<file path="config.mk">
export PLATFORM = sky130hd
export DESIGN_NAME = pagetable_arbiter
export DESIGN_NICKNAME = d
export VERILOG_FILES = /design/src/rtl/pagetable_arbiter.sv
export SDC_FILE = /design/constraint.sdc
export NUM_CORES = 1
export LEC_CHECK = 0
export BUFFER_PORTS_ARGS = -buffer_cell sky130_fd_sc_hd__buf_4
export CORE_MARGIN = 2
export CORE_UTILIZATION = 45
export CTS_BUF_LIST = sky130_fd_sc_hd__clkbuf_4
export CTS_CLUSTER_DIAMETER = 80
export CTS_CLUSTER_SIZE = 30
export DETAILED_ROUTE_END_ITERATION = 10
export PLACE_DENSITY = 0.72
export SLEW_MARGIN = 20
export SYNTH_ARGS = -nofsm -noshare
export SYNTH_HDL_FRONTEND = slang
export SYNTH_SLANG_ARGS = --single-unit
</file>
<file path="constraint.sdc">
create_clock -name clk -period 2.4 [get_ports clk]
set_input_delay 0.24 -clock clk [delete_from_list [all_inputs] [get_ports clk]]
set_output_delay 0.24 -clock clk [all_outputs]
set_load 0.02 [all_outputs]
</file>
<file path="src/rtl/pagetable_arbiter.sv">
// rtl/pagetable_arbiter.sv - page-table RAM arbiter for MMU lookups, CPU writes and table clear
// One request is granted per IDLE visit; every access completes with a registered ack pulse.
module pagetable_arbiter #(
  parameter int PT_DEPTH   = 8192,
  parameter int PT_AW      = 13,
  parameter int PT_DW      = 16,
  parameter int STARVE_MAX = 4
) (
  input  logic             clk,
  input  logic             arst,
  input  logic [7:0]       cpu_status,
  input  logic             lk_req,
  input  logic [PT_AW-1:0] lk_addr,
  output logic             lk_ack,
  output logic [PT_DW-1:0] lk_data,
  input  logic             wr_req,
  input  logic [PT_AW-1:0] wr_addr,
  input  logic [PT_DW-1:0] wr_data,
  output logic             wr_ack,
  output logic             wr_err,
  input  logic             clr_start,
  output logic             clr_busy,
  output logic             clr_done,
  output logic             ram_en,
  output logic             ram_we,
  output logic [PT_AW-1:0] ram_addr,
  output logic [PT_DW-1:0] ram_wdata,
  input  logic [PT_DW-1:0] ram_rdata
);

  localparam int SW = $clog2(STARVE_MAX + 1);
  localparam logic [SW-1:0]    STARVE_LIM = SW'(STARVE_MAX);
  localparam logic [PT_AW-1:0] LAST_ADDR  = PT_AW'(PT_DEPTH - 1);

  typedef enum logic [1:0] {S_IDLE, S_READ, S_WRITE, S_CLEAR} state_e;

  state_e             state_q, state_d;
  logic [SW-1:0]      starve_q, starve_d;
  logic [PT_AW-1:0]   clr_addr_q, clr_addr_d;
  logic [PT_AW-1:0]   lk_addr_q, lk_addr_d;
  logic               bypass_q, bypass_d;
  logic               err_q, err_d;
  logic               lk_ack_q, lk_ack_d;
  logic               wr_ack_q, wr_ack_d;
  logic               wr_err_q, wr_err_d;
  logic               clr_busy_q, clr_busy_d;
  logic               clr_done_q, clr_done_d;
  logic               ram_en_q, ram_en_d;
  logic               ram_we_q, ram_we_d;
  logic [PT_AW-1:0]   ram_addr_q, ram_addr_d;
  logic [PT_DW-1:0]   ram_wdata_q, ram_wdata_d;

  logic mode, paging_en, halt;
  logic gnt_clr, gnt_wr, gnt_lk;
  logic unused_status;

  assign mode          = cpu_status[2];
  assign paging_en     = cpu_status[3];
  assign halt          = cpu_status[4];
  assign unused_status = ^{cpu_status[7:5], cpu_status[1:0]};

  // A starved writer outranks lookups; halt freezes everything except clear.
  always_comb begin
    gnt_clr = 1'b0;
    gnt_wr  = 1'b0;
    gnt_lk  = 1'b0;
    if (state_q == S_IDLE) begin
      if (clr_start)                                    gnt_clr = 1'b1;
      else if (!halt && wr_req && starve_q == STARVE_LIM) gnt_wr = 1'b1;
      else if (!halt && lk_req)                         gnt_lk = 1'b1;
      else if (!halt && wr_req)                         gnt_wr = 1'b1;
    end
  end

  always_comb begin
    state_d     = state_q;
    starve_d    = starve_q;
    clr_addr_d  = clr_addr_q;
    lk_addr_d   = lk_addr_q;
    bypass_d    = bypass_q;
    err_d       = err_q;
    lk_ack_d    = 1'b0;
    wr_ack_d    = 1'b0;
    wr_err_d    = 1'b0;
    clr_busy_d  = clr_busy_q;
    clr_done_d  = 1'b0;
    ram_en_d    = 1'b0;
    ram_we_d    = 1'b0;
    ram_addr_d  = ram_addr_q;
    ram_wdata_d = ram_wdata_q;

    case (state_q)
      S_IDLE: begin
        if (!wr_req) starve_d = '0;
        if (gnt_clr) begin
          state_d     = S_CLEAR;
          clr_busy_d  = 1'b1;
          clr_addr_d  = '0;
          ram_en_d    = 1'b1;
          ram_we_d    = 1'b1;
          ram_addr_d  = '0;
          ram_wdata_d = '0;
        end else if (gnt_lk) begin
          state_d   = S_READ;
          lk_addr_d = lk_addr;
          bypass_d  = !paging_en;
          if (wr_req && starve_q != STARVE_LIM) starve_d = starve_q + SW'(1);
          if (paging_en) begin
            ram_en_d   = 1'b1;
            ram_addr_d = lk_addr;
          end
        end else if (gnt_wr) begin
          state_d  = S_WRITE;
          starve_d = '0;
          err_d    = mode;
          if (!mode) begin
            ram_en_d    = 1'b1;
            ram_we_d    = 1'b1;
            ram_addr_d  = wr_addr;
            ram_wdata_d = wr_data;
          end
        end
      end
      S_READ: begin
        state_d  = S_IDLE;
        lk_ack_d = 1'b1;
      end
      S_WRITE: begin
        state_d  = S_IDLE;
        wr_ack_d = 1'b1;
        wr_err_d = err_q;
      end
      S_CLEAR: begin
        if (clr_addr_q == LAST_ADDR) begin
          state_d    = S_IDLE;
          clr_busy_d = 1'b0;
          clr_done_d = 1'b1;
        end else begin
          clr_addr_d = clr_addr_q + PT_AW'(1);
          ram_en_d   = 1'b1;
          ram_we_d   = 1'b1;
          ram_addr_d = clr_addr_q + PT_AW'(1);
        end
      end
      default: state_d = S_IDLE;
    endcase
  end

  always_ff @(posedge clk or posedge arst) begin
    if (arst) begin
      state_q     <= S_IDLE;
      starve_q    <= '0;
      clr_addr_q  <= '0;
      lk_addr_q   <= '0;
      bypass_q    <= 1'b0;
      err_q       <= 1'b0;
      lk_ack_q    <= 1'b0;
      wr_ack_q    <= 1'b0;
      wr_err_q    <= 1'b0;
      clr_busy_q  <= 1'b0;
      clr_done_q  <= 1'b0;
      ram_en_q    <= 1'b0;
      ram_we_q    <= 1'b0;
      ram_addr_q  <= '0;
      ram_wdata_q <= '0;
    end else begin
      state_q     <= state_d;
      starve_q    <= starve_d;
      clr_addr_q  <= clr_addr_d;
      lk_addr_q   <= lk_addr_d;
      bypass_q    <= bypass_d;
      err_q       <= err_d;
      lk_ack_q    <= lk_ack_d;
      wr_ack_q    <= wr_ack_d;
      wr_err_q    <= wr_err_d;
      clr_busy_q  <= clr_busy_d;
      clr_done_q  <= clr_done_d;
      ram_en_q    <= ram_en_d;
      ram_we_q    <= ram_we_d;
      ram_addr_q  <= ram_addr_d;
      ram_wdata_q <= ram_wdata_d;
    end
  end

  // RAM read data arrives in the ack cycle, so the result is muxed combinationally.
  assign lk_data   = lk_ack_q ? (bypass_q ? PT_DW'(lk_addr_q) : ram_rdata) : '0;
  assign lk_ack    = lk_ack_q;
  assign wr_ack    = wr_ack_q;
  assign wr_err    = wr_err_q;
  assign clr_busy  = clr_busy_q;
  assign clr_done  = clr_done_q;
  assign ram_en    = ram_en_q;
  assign ram_we    = ram_we_q;
  assign ram_addr  = ram_addr_q;
  assign ram_wdata = ram_wdata_q;

endmodule
</file>
After elaboration in Yosys (flattened, before gate mapping) --
Index checks and enable logic that the tools add are counted.
Storage, ports and cells: output and inout port bits 52, bits in registers 69, bits of input ports 71
Cells by class: bitwise gates (word level) 2, reductions and logical operators 17, $add $sub $neg 2, muxes and demuxes 54, eq/ne operators 14
Operator list (count):
- 16-bit 2-to-1 mux | 6
- 13-bit 2-to-1 mux | 7
- 13-bit case mux with 2 select lines | 2
- 1-bit 2-to-1 mux | 26
- 3-bit 2-to-1 mux | 5
- 13-bit by 1-bit adder with 13-bit output, second input constant | 1
- 13-bit equality test, second input constant | 1
- 4-bit inequality test, second input constant | 3
- 3-bit AND reduction | 3
- 2-bit 2-to-1 mux | 4
- 2-bit inequality test, second input constant | 4
- 4-bit AND reduction | 2
- 1-bit case mux with 2 select lines | 3
- 2-bit case mux with 3 select lines | 1
- 5-bit AND reduction | 1
- 2-bit equality test, second input constant | 2
- 1-bit logical AND | 4
- 2-bit nonzero test | 2
- 3-bit by 1-bit adder with 3-bit output, second input constant | 1
- 3-bit equality test, second input constant | 1
- 3-bit inequality test, second input constant | 1
- 2-bit by 1-bit equality test with 1-bit output, second input constant | 1
- 1-bit zero test | 2
- 2-bit zero test | 1
- other kinds (4) | 5

Longest topological paths before layout --
Gate-level depths: netlist of the first run.
depth in word-level cells 11, gate-level depth with buffers 11, depth with buffers taken out 7

Worst setup path before layout of the first run --
OpenSTA, ideal clock, no wires.
kind register to register, from register starve_q[0], to register ram_addr_q[10], in the netlist ram_addr[10], stages on the path, launching flop included 9, period minus slack after synthesis 2.038 ns, path buffers 2, data arrival time 1.917 ns, path slack 0.362 ns, path through dfrtp_1 > inv_1 > ha_1 > and3_1 > or3b_1 > a211o_1 > buf_6 > buf_12 > a22o_1
On the way: word-level cells in the longest chain between the ends 8
RTL lines:
- start: declaration | RTL line 38 | logic [SW-1:0] starve_q, starve_d;
- start signal: assignment | RTL line 168 | starve_q <= starve_d;
- 3-bit equality test * | RTL line 69 | else if (!halt && wr_req && starve_q == STARVE_LIM) gnt_wr = 1'b1;
- 1-bit logical AND * | RTL line 69
- 1-bit 2-to-1 mux | RTL line 69
- 1-bit 2-to-1 mux | RTL line 68 | if (clr_start) gnt_clr = 1'b1;
- 1-bit 2-to-1 mux | RTL line 67 | if (state_q == S_IDLE) begin
- 13-bit 2-to-1 mux | RTL line 103 | end else if (gnt_lk) begin
- 13-bit 2-to-1 mux | RTL line 95 | if (gnt_clr) begin
- 13-bit case mux with 2 select lines | RTL line 92 | case (state_q)
- end signal: assignment | RTL line 180 | ram_addr_q <= ram_addr_d;
- end: declaration | RTL line 50 | logic [PT_AW-1:0] ram_addr_q, ram_addr_d;
Every way passes the cells marked *; elsewhere a longest branch is shown, timed or not. A chain may end at the register's enable or synchronous reset.

Final worst setup path of the first run --
from register starve_q[0], to register ram_addr_q[5], in the netlist ram_addr[5]
The elaborated chain is that of the path after synthesis.

==> results.toml, run 1 <==
[run_status]
outcome = "finished clean"

[clock_network]
cts-hold-fix-buffers = 2
clock_root_buffer = "sky130_fd_sc_hd__clkbuf_4"
clock_tree.buffer_depth = 2
insertion_delay_ns = 0.42
ctsHtreeMaxLevel = 3
cts_repair_resize_count = 0
reg_clk_slew_reported_paths_ns = 0.13
tritoncts = "built"
cts_made_buffers = 9
post-cts-setup-buffer-count = 0
tritoncts_num_sinks = 69

[logic_synthesis]
synth-compound-area-share_pct = 20.14
synthMuxAreaShare_pct = 4.323
synth_top_cell_area_share_pct = 46.25
synthesis.area_per_instance_sq_um = 9.062
library_cells_used_by_synthesis = 43
syn-cell-area_sq_um = 3734
synth-async-reset-ratio_pct = 100.0
synthSimpleGateAreaFrac_pct = 19.47
synth_cells = 412
post_synth_most_frequent_cells = "sky130_fd_sc_hd__nand2_1 (100), sky130_fd_sc_hd__dfrtp_1 (69), sky130_fd_sc_hd__o21ai_0 (31), sky130_fd_sc_hd__a21oi_1 (24), sky130_fd_sc_hd__clkbuf_1 (18)"
synth_fp_nets = 491
yosysTopAreaCell = "sky130_fd_sc_hd__dfrtp_1"
synth.area.top_cells = "sky130_fd_sc_hd__dfrtp_1 (46%), sky130_fd_sc_hd__nand2_1 (10%), sky130_fd_sc_hd__o21ai_0 (4.2%)"
synth-warning-count = 0
post-synth-top-count-cell = "sky130_fd_sc_hd__nand2_1"
adder_cell_share_of_the_synthesized_area_pct = 2.681
main_combinational_cell_family_by_area_after_synthesis = "compound AO/OA/AOI/OAI gates"
synth_flop_cell = "sky130_fd_sc_hd__dfrtp_1"
yosys.area_share.xor_xnor_pct = 2.346
yosysSeqAreaShare_pct = 46.25
postSynthRegisterBits = 69
synth_enable_flop_cells = 0

[pwr]
total_leakage_power_nw = 2.375
vdd_ir_drop_max_v = 0.0005117
finalPower_w = 0.005172
power_dens_cells_nw_per_um2 = 1056

[placed_design]
detailed_place_hpwl_mm = 6.870
globalplace.congestion = 0.8403
place_inst = 618
detailedPlace.worstSlack_ns = 0.2594
placement.io_buffers = 117

[floorplanning]
dieArea_sq_um = 9041
floorplan.io_pins = 123
floorplan.initialDensity_pct = 45.90
chipHeight_um = 95.09
core_ar_sq_um = 8134
fp.dieW_um = 95.09
std_cell_rows = 33

[global_routing]
vias_in_the_first_global_route = 3052
wire_length_of_the_first_global_routing_pass_mm = 14.67
grt_antenna_before_repair = 0
grt.total_usage_pct = 20.75
pin_count_of_the_biggest_net_entering_global_routing = 43
overflow = 0

[worst_setup_path]
cp_data_required_time_ns = 2.75
cpPeakStageDelay_ns = 0.42
worst-setup-path-type = "reg -> reg"
rr_startpoint = "starve_q[0]"
slowest_library_cell_on_the_worst_path = "sky130_fd_sc_hd__dfrtp_1"
worstReg2RegEnd = "ram_addr[5]"
reg2reg_slack_ns = 0.21
worst-path-buf-inv = 2
worst_setup_path_end_kind = "flop"
timing.reg2reg.worst_path_depth = 8
worst_path_dominant_cell_family = "simple AND/OR/NAND/NOR gates"
cp_cell_sequence = "inv_1 > ha_1 > and3_1 > or3b_1 > a211o_1 > buf_4 > a31oi_1 > a22o_1"
cp_max_fo = 26
cp_num_cells = 8
arrival_ns = 2.54
timing.critical_path.from_type = "flop"

[route]
routedWlPerCell_um = 14.35
avgViaCountPerCell = 5.242
drt_first_pass_iters = 5
via_count = 3334
drtIter0Drc = 176
drc = 0
route.final.wire_length_mm = 9.125
antenna_violating_nets_post_route = 0

[sta]
postLayoutSetupSlackWorst_ns = 0.2115
timing.setup.tns_ns = 0
finalClockSkew_ns = 0.01802
final-hold-violation-count = 0
maxSlewViolCount = 0
setup_viol = 0
layout_min_cycle_time_ns = 2.188
tightest_slew_ns = 0.7145
rsz_0062_raised_after_global_routing = "no"
slew_headroom_pct = 52.37
timing.final.crit_share_pct = 91.19
maxClockFrequency_mhz = 456.9

[worst_hold_path]
whs_endpoint = "lk_addr_q[10]"
hold_path.class = "in -> reg"
worstHoldStart = "lk_addr[10]"
hold-path-cell-count = 3

[final_layout]
post_route_cells_drive_above_1_share_pct = 30.13
layout.nets = 605
final_cell_count_no_fill = 636
layout.filler_cells = 717
antenna_cells_inserted = 0
final_util_pct = 60.21
layout-area-overhead-vs-synth_pct = 31.17

[job]
drv_cap = 0
-- power by group --
part           internal (W)  switching, W
logic               0.00107       0.00135
clock network      0.000438      0.000470
registers           0.00156      0.000286
total               0.00307       0.00211
-- worst max-delay path by stage --
stage	start	to	slack (ns)
after CTS	starve_q[0]	ram_addr[5]	0.22
after detailed placement	starve_q[0]	ram_addr[5]	0.26
after global placement	starve_q[0]	ram_addr[7]	0.31
final	starve_q[0]	ram_addr[5]	0.21
after floorplan	starve_q[0]	ram_addr[10]	0.36
after global routing	starve_q[0]	ram_addr[5]	0.11
-- flip-flops by register name (all words and copies together), names as in the netlist, 2 cells and up --
register	cells
state_q	2
starve_q	3
ram_addr	13
lk_addr_q	13
clr_addr_q	13
ram_wdata	16
-- logic make-up after synthesis --
logic type / Yosys count
AO/OA/AOI/OAI: 115
XOR/XNOR: 10
adder cells (fa/ha/maj): 8
buffers and inverters: 37
flip-flops: 69
multiplexers: 16
AND/OR/NAND/NOR: 157
-- through the flow --
stage | hold WS [ns] | area (sq um)
after detailed placement | 0.3605 | 4705
final | 0.01764 | 4897
after global routing | 0.004654 | 4897
after global placement | 0.3564 | 4705
after CTS | 0.0008451 | 4897
after floorplan | 0.3454 | 3734
-- cell type report --
class	count	area [sq um]	share of cell area, %
tap	105	131.4	2.683
clock buffer	9	67.56	1.380
sequential	69	1727	35.26
clock inverter	7	105.1	2.146
timing repair buffer	131	1001	20.44
multi-input combinational	306	1832	37.40
inverter	9	33.78	0.6898
-- cells in the final DEF, fill, tap and decap left out, types with 2 or more instances in the layout --
master                          instances
sky130_fd_sc_hd__inv_1                  7
sky130_fd_sc_hd__nor2b_1               15
sky130_fd_sc_hd__dlygate4sd3_1          2
sky130_fd_sc_hd__a31oi_1                2
sky130_fd_sc_hd__o21ai_1                6
sky130_fd_sc_hd__dfrtp_1               69
sky130_fd_sc_hd__inv_2                  2
sky130_fd_sc_hd__nand2b_1               4
sky130_fd_sc_hd__nand4_2                2
sky130_fd_sc_hd__nor3_1                 5
sky130_fd_sc_hd__a22o_1                15
sky130_fd_sc_hd__and2_1                 4
sky130_fd_sc_hd__o21ai_0               31
sky130_fd_sc_hd__ha_1                   8
sky130_fd_sc_hd__nor2_1                10
sky130_fd_sc_hd__inv_6                  2
sky130_fd_sc_hd__clkbuf_4               9
sky130_fd_sc_hd__or3_1                  2
sky130_fd_sc_hd__a32oi_1               13
sky130_fd_sc_hd__bufinv_16              2
sky130_fd_sc_hd__o31ai_1               11
sky130_fd_sc_hd__xor2_1                 3
sky130_fd_sc_hd__buf_4                128
sky130_fd_sc_hd__nand2_1              100
sky130_fd_sc_hd__nand3_1                5
sky130_fd_sc_hd__nor2_2                 3
sky130_fd_sc_hd__a21oi_1               24
sky130_fd_sc_hd__mux2i_1               15
sky130_fd_sc_hd__xnor2_1                7
sky130_fd_sc_hd__nand4_1                2
sky130_fd_sc_hd__a21oi_2                4
sky130_fd_sc_hd__a211o_1                2
-- worst register-to-register path, stage by stage, from the launching register on --
cell and delay [ns]:
sky130_fd_sc_hd__dfrtp_1 0.42, sky130_fd_sc_hd__inv_1 0.06, sky130_fd_sc_hd__ha_1 0.24, sky130_fd_sc_hd__and3_1 0.21
sky130_fd_sc_hd__or3b_1 0.38, sky130_fd_sc_hd__a211o_1 0.26, sky130_fd_sc_hd__buf_4 0.22, sky130_fd_sc_hd__a31oi_1 0.18
sky130_fd_sc_hd__a22o_1 0.15
-- routing by layer --
metal / GRT usage [%] / up-vias / share of wire, %
met4: 5.556 / 0 / 0.81
li1: - / 1674 / -
met1: 27.12 / 1537 / 44
met2: 34.62 / 116 / 48
met5: 0 / - / 0
met3: 4.901 / 7 / 6.7
Power figures use the tool's default switching activity.
==> run 2, diff against run 1 <==
--- a/config.mk
+++ b/config.mk
@@ -8,7 +8,7 @@
 export BUFFER_PORTS_ARGS = -buffer_cell sky130_fd_sc_hd__buf_4
 export CORE_MARGIN = 2
 export CORE_UTILIZATION = 45
-export CTS_BUF_LIST = sky130_fd_sc_hd__clkbuf_4
+export CTS_BUF_LIST = sky130_fd_sc_hd__clkbuf_16
 export CTS_CLUSTER_DIAMETER = 80
 export CTS_CLUSTER_SIZE = 30
 export DETAILED_ROUTE_END_ITERATION = 10
==> run 2 against run 1 <==
Compared with the run above:
- the flow now finishes with violations (hold timing)
- first-iteration DRC count increased by 2.8%
- clock skew decreased by 0.0094 ns
- fmax increased by 0.62%
==> results.toml, run 2 (synthesized netlist as in run 1, its figures left out) <==
[final_layout]
layout-area-overhead-vs-synth_pct = 34.85
post_route_cells_drive_above_1_share_pct = 30.25
layout.filler_cells = 705
regArea_sq_um = 1727
area_of_the_multi_input_gates_sq_um = 1832
final_cell_mix = "sky130_fd_sc_hd__buf_4 (128), sky130_fd_sc_hd__nand2_1 (100), sky130_fd_sc_hd__dfrtp_1 (69)"
final_common_cell = "sky130_fd_sc_hd__buf_4"
antenna_cells_inserted = 0
largest_register_ff_count = 16
layout.nets = 603

[global_routing]
grt.total_usage_pct = 21.14
vias_in_the_first_global_route = 3082
overflow = 0
wire_length_of_the_first_global_routing_pass_mm = 14.86
pin_count_of_the_biggest_net_entering_global_routing = 43
grt_antenna_before_repair = 0

[clock_network]
cts-hold-fix-buffers = 0
cts_repair_resize_count = 0
clock_tree.buffer_depth = 2
post-cts-setup-buffer-count = 0
insertion_delay_ns = 0.34
tritoncts_num_sinks = 69
reg_clk_slew_reported_paths_ns = 0.06
ctsHtreeMaxLevel = 3
tritoncts = "built"
cts_made_buffers = 9
clock_root_buffer = "sky130_fd_sc_hd__clkbuf_16"

[worst_setup_path]
rr_startpoint = "starve_q[0]"
slowest_library_cell_on_the_worst_path = "sky130_fd_sc_hd__dfrtp_1"
worstReg2RegEnd = "ram_addr[7]"
cp_max_fo = 26
cp_cell_sequence = "inv_1 > ha_1 > and3_1 > or3b_1 > a211o_1 > buf_4 > a22o_1"
cpPeakStageDelay_ns = 0.40
timing.critical_path.from_type = "flop"
arrival_ns = 2.39
cp_data_required_time_ns = 2.62
worst_path_dominant_cell_family = "simple AND/OR/NAND/NOR gates"
worst-path-buf-inv = 2
worst_setup_path_end_kind = "flop"
reg2reg_slack_ns = 0.23
timing.reg2reg.worst_path_depth = 7
worst-setup-path-type = "reg -> reg"

[run_status]
outcome = "finished, violations left"
violations = "hold timing"

[route]
avgViaCountPerCell = 5.237
route.final.wire_length_mm = 9.211
drtIter0Drc = 181
routedWlPerCell_um = 14.53
drc = 0
via_count = 3320
antenna_violating_nets_post_route = 0
drt_first_pass_iters = 4

[floorplanning]
std_cell_rows = 33
core_ar_sq_um = 8134
floorplan.io_pins = 123
fp.dieW_um = 95.09
dieArea_sq_um = 9041
floorplan.initialDensity_pct = 45.90
chipHeight_um = 95.09

[sta]
setup_viol = 0
layout_min_cycle_time_ns = 2.175
rsz_0062_raised_after_global_routing = "no"
slew_headroom_pct = 52.39
timing.setup.tns_ns = 0
timing.final.crit_share_pct = 90.62
tightest_slew_ns = 0.7141
maxClockFrequency_mhz = 459.8
finalClockSkew_ns = 0.008640
final-hold-violation-count = 27
hold_ws_ns = -0.02093
maxSlewViolCount = 0

[placed_design]
detailed_place_hpwl_mm = 6.870
globalplace.congestion = 0.8403
placement.io_buffers = 117

[pwr]
power_dens_cells_nw_per_um2 = 1142
finalPower_w = 0.005750
total_leakage_power_nw = 2.436
vdd_ir_drop_max_v = 0.0005640

[job]
drv_cap = 0

[worst_hold_path]
hold_path.class = "in -> async"
-- run 2: cell count changes in the layout (fill, tap and decap cells not counted) --
cell                            delta
sky130_fd_sc_hd__clkbuf_16         +9
sky130_fd_sc_hd__clkbuf_4          -9
sky130_fd_sc_hd__dlygate4sd3_1     -2
-- run 2: where the power goes --
part | total [W] | switching (W) | leakage [nW] | internal, W
Combinational | 0.00242 | 0.00135 | 1.39 | 0.00106
Sequential | 0.00186 | 0.000288 | 0.888 | 0.00157
Clock | 0.00148 | 0.000551 | 0.159 | 0.000926
-- run 2: routing by layer --
layer	global-route usage, %	share of wire (%)	vias up
li1	-	-	1674
met1	27.28	44	1528
met2	35.15	48	110
met3	5.455	6.6	8
met4	6.039	1.1	0
met5	0	0	-
-- run 2: layout make-up --
class                      count  area share (%)
clock buffer                   9           4.473
clock inverter                 7           2.087
inverter                       9          0.6710
multi-input combinational    306           36.38
sequential                    69           34.29
tap                          105           2.609
timing repair buffer         129           19.48
-- run 2: how the worst max path moves through the flow --
| stage | startpoint | endpoint | slack [ns] | cells past startpoint |
|---|---|---|---|---|
| 3_5_place_dp | starve_q[0] | ram_addr[5] | 0.26 | 8 |
| 3_3_place_gp | starve_q[0] | ram_addr[7] | 0.31 | 7 |
| 6_report | starve_q[0] | ram_addr[7] | 0.23 | 7 |
| 2_1_floorplan | starve_q[0] | ram_addr[10] | 0.36 | 8 |
| 4_1_cts | starve_q[0] | ram_addr[5] | 0.23 | 8 |
| 5_1_grt | starve_q[0] | ram_addr[5] | 0.11 | 8 |
-- run 2: metrics by stage --
step	utilization, %	hold WS (ns)	area [sq um]	std cells	worst slack, ns
5_1_grt	61.90	0.04260	5035	634	0.1106
3_5_place_dp	57.84	0.3605	4705	618	0.2594
2_1_floorplan	-	0.3454	3734	412	0.3621
3_3_place_gp	57.84	0.3564	4705	618	0.3065
4_1_cts	61.90	0.001992	5035	634	0.2308
6_report	61.90	-0.02093	5035	634	0.2251
-- run 2: worst register-to-register path: stages (launching register included) --
cell and delay (ns):
sky130_fd_sc_hd__dfrtp_1 0.40, sky130_fd_sc_hd__inv_1 0.06, sky130_fd_sc_hd__ha_1 0.24, sky130_fd_sc_hd__and3_1 0.21
sky130_fd_sc_hd__or3b_1 0.39, sky130_fd_sc_hd__a211o_1 0.26, sky130_fd_sc_hd__buf_4 0.22, sky130_fd_sc_hd__a22o_1 0.27
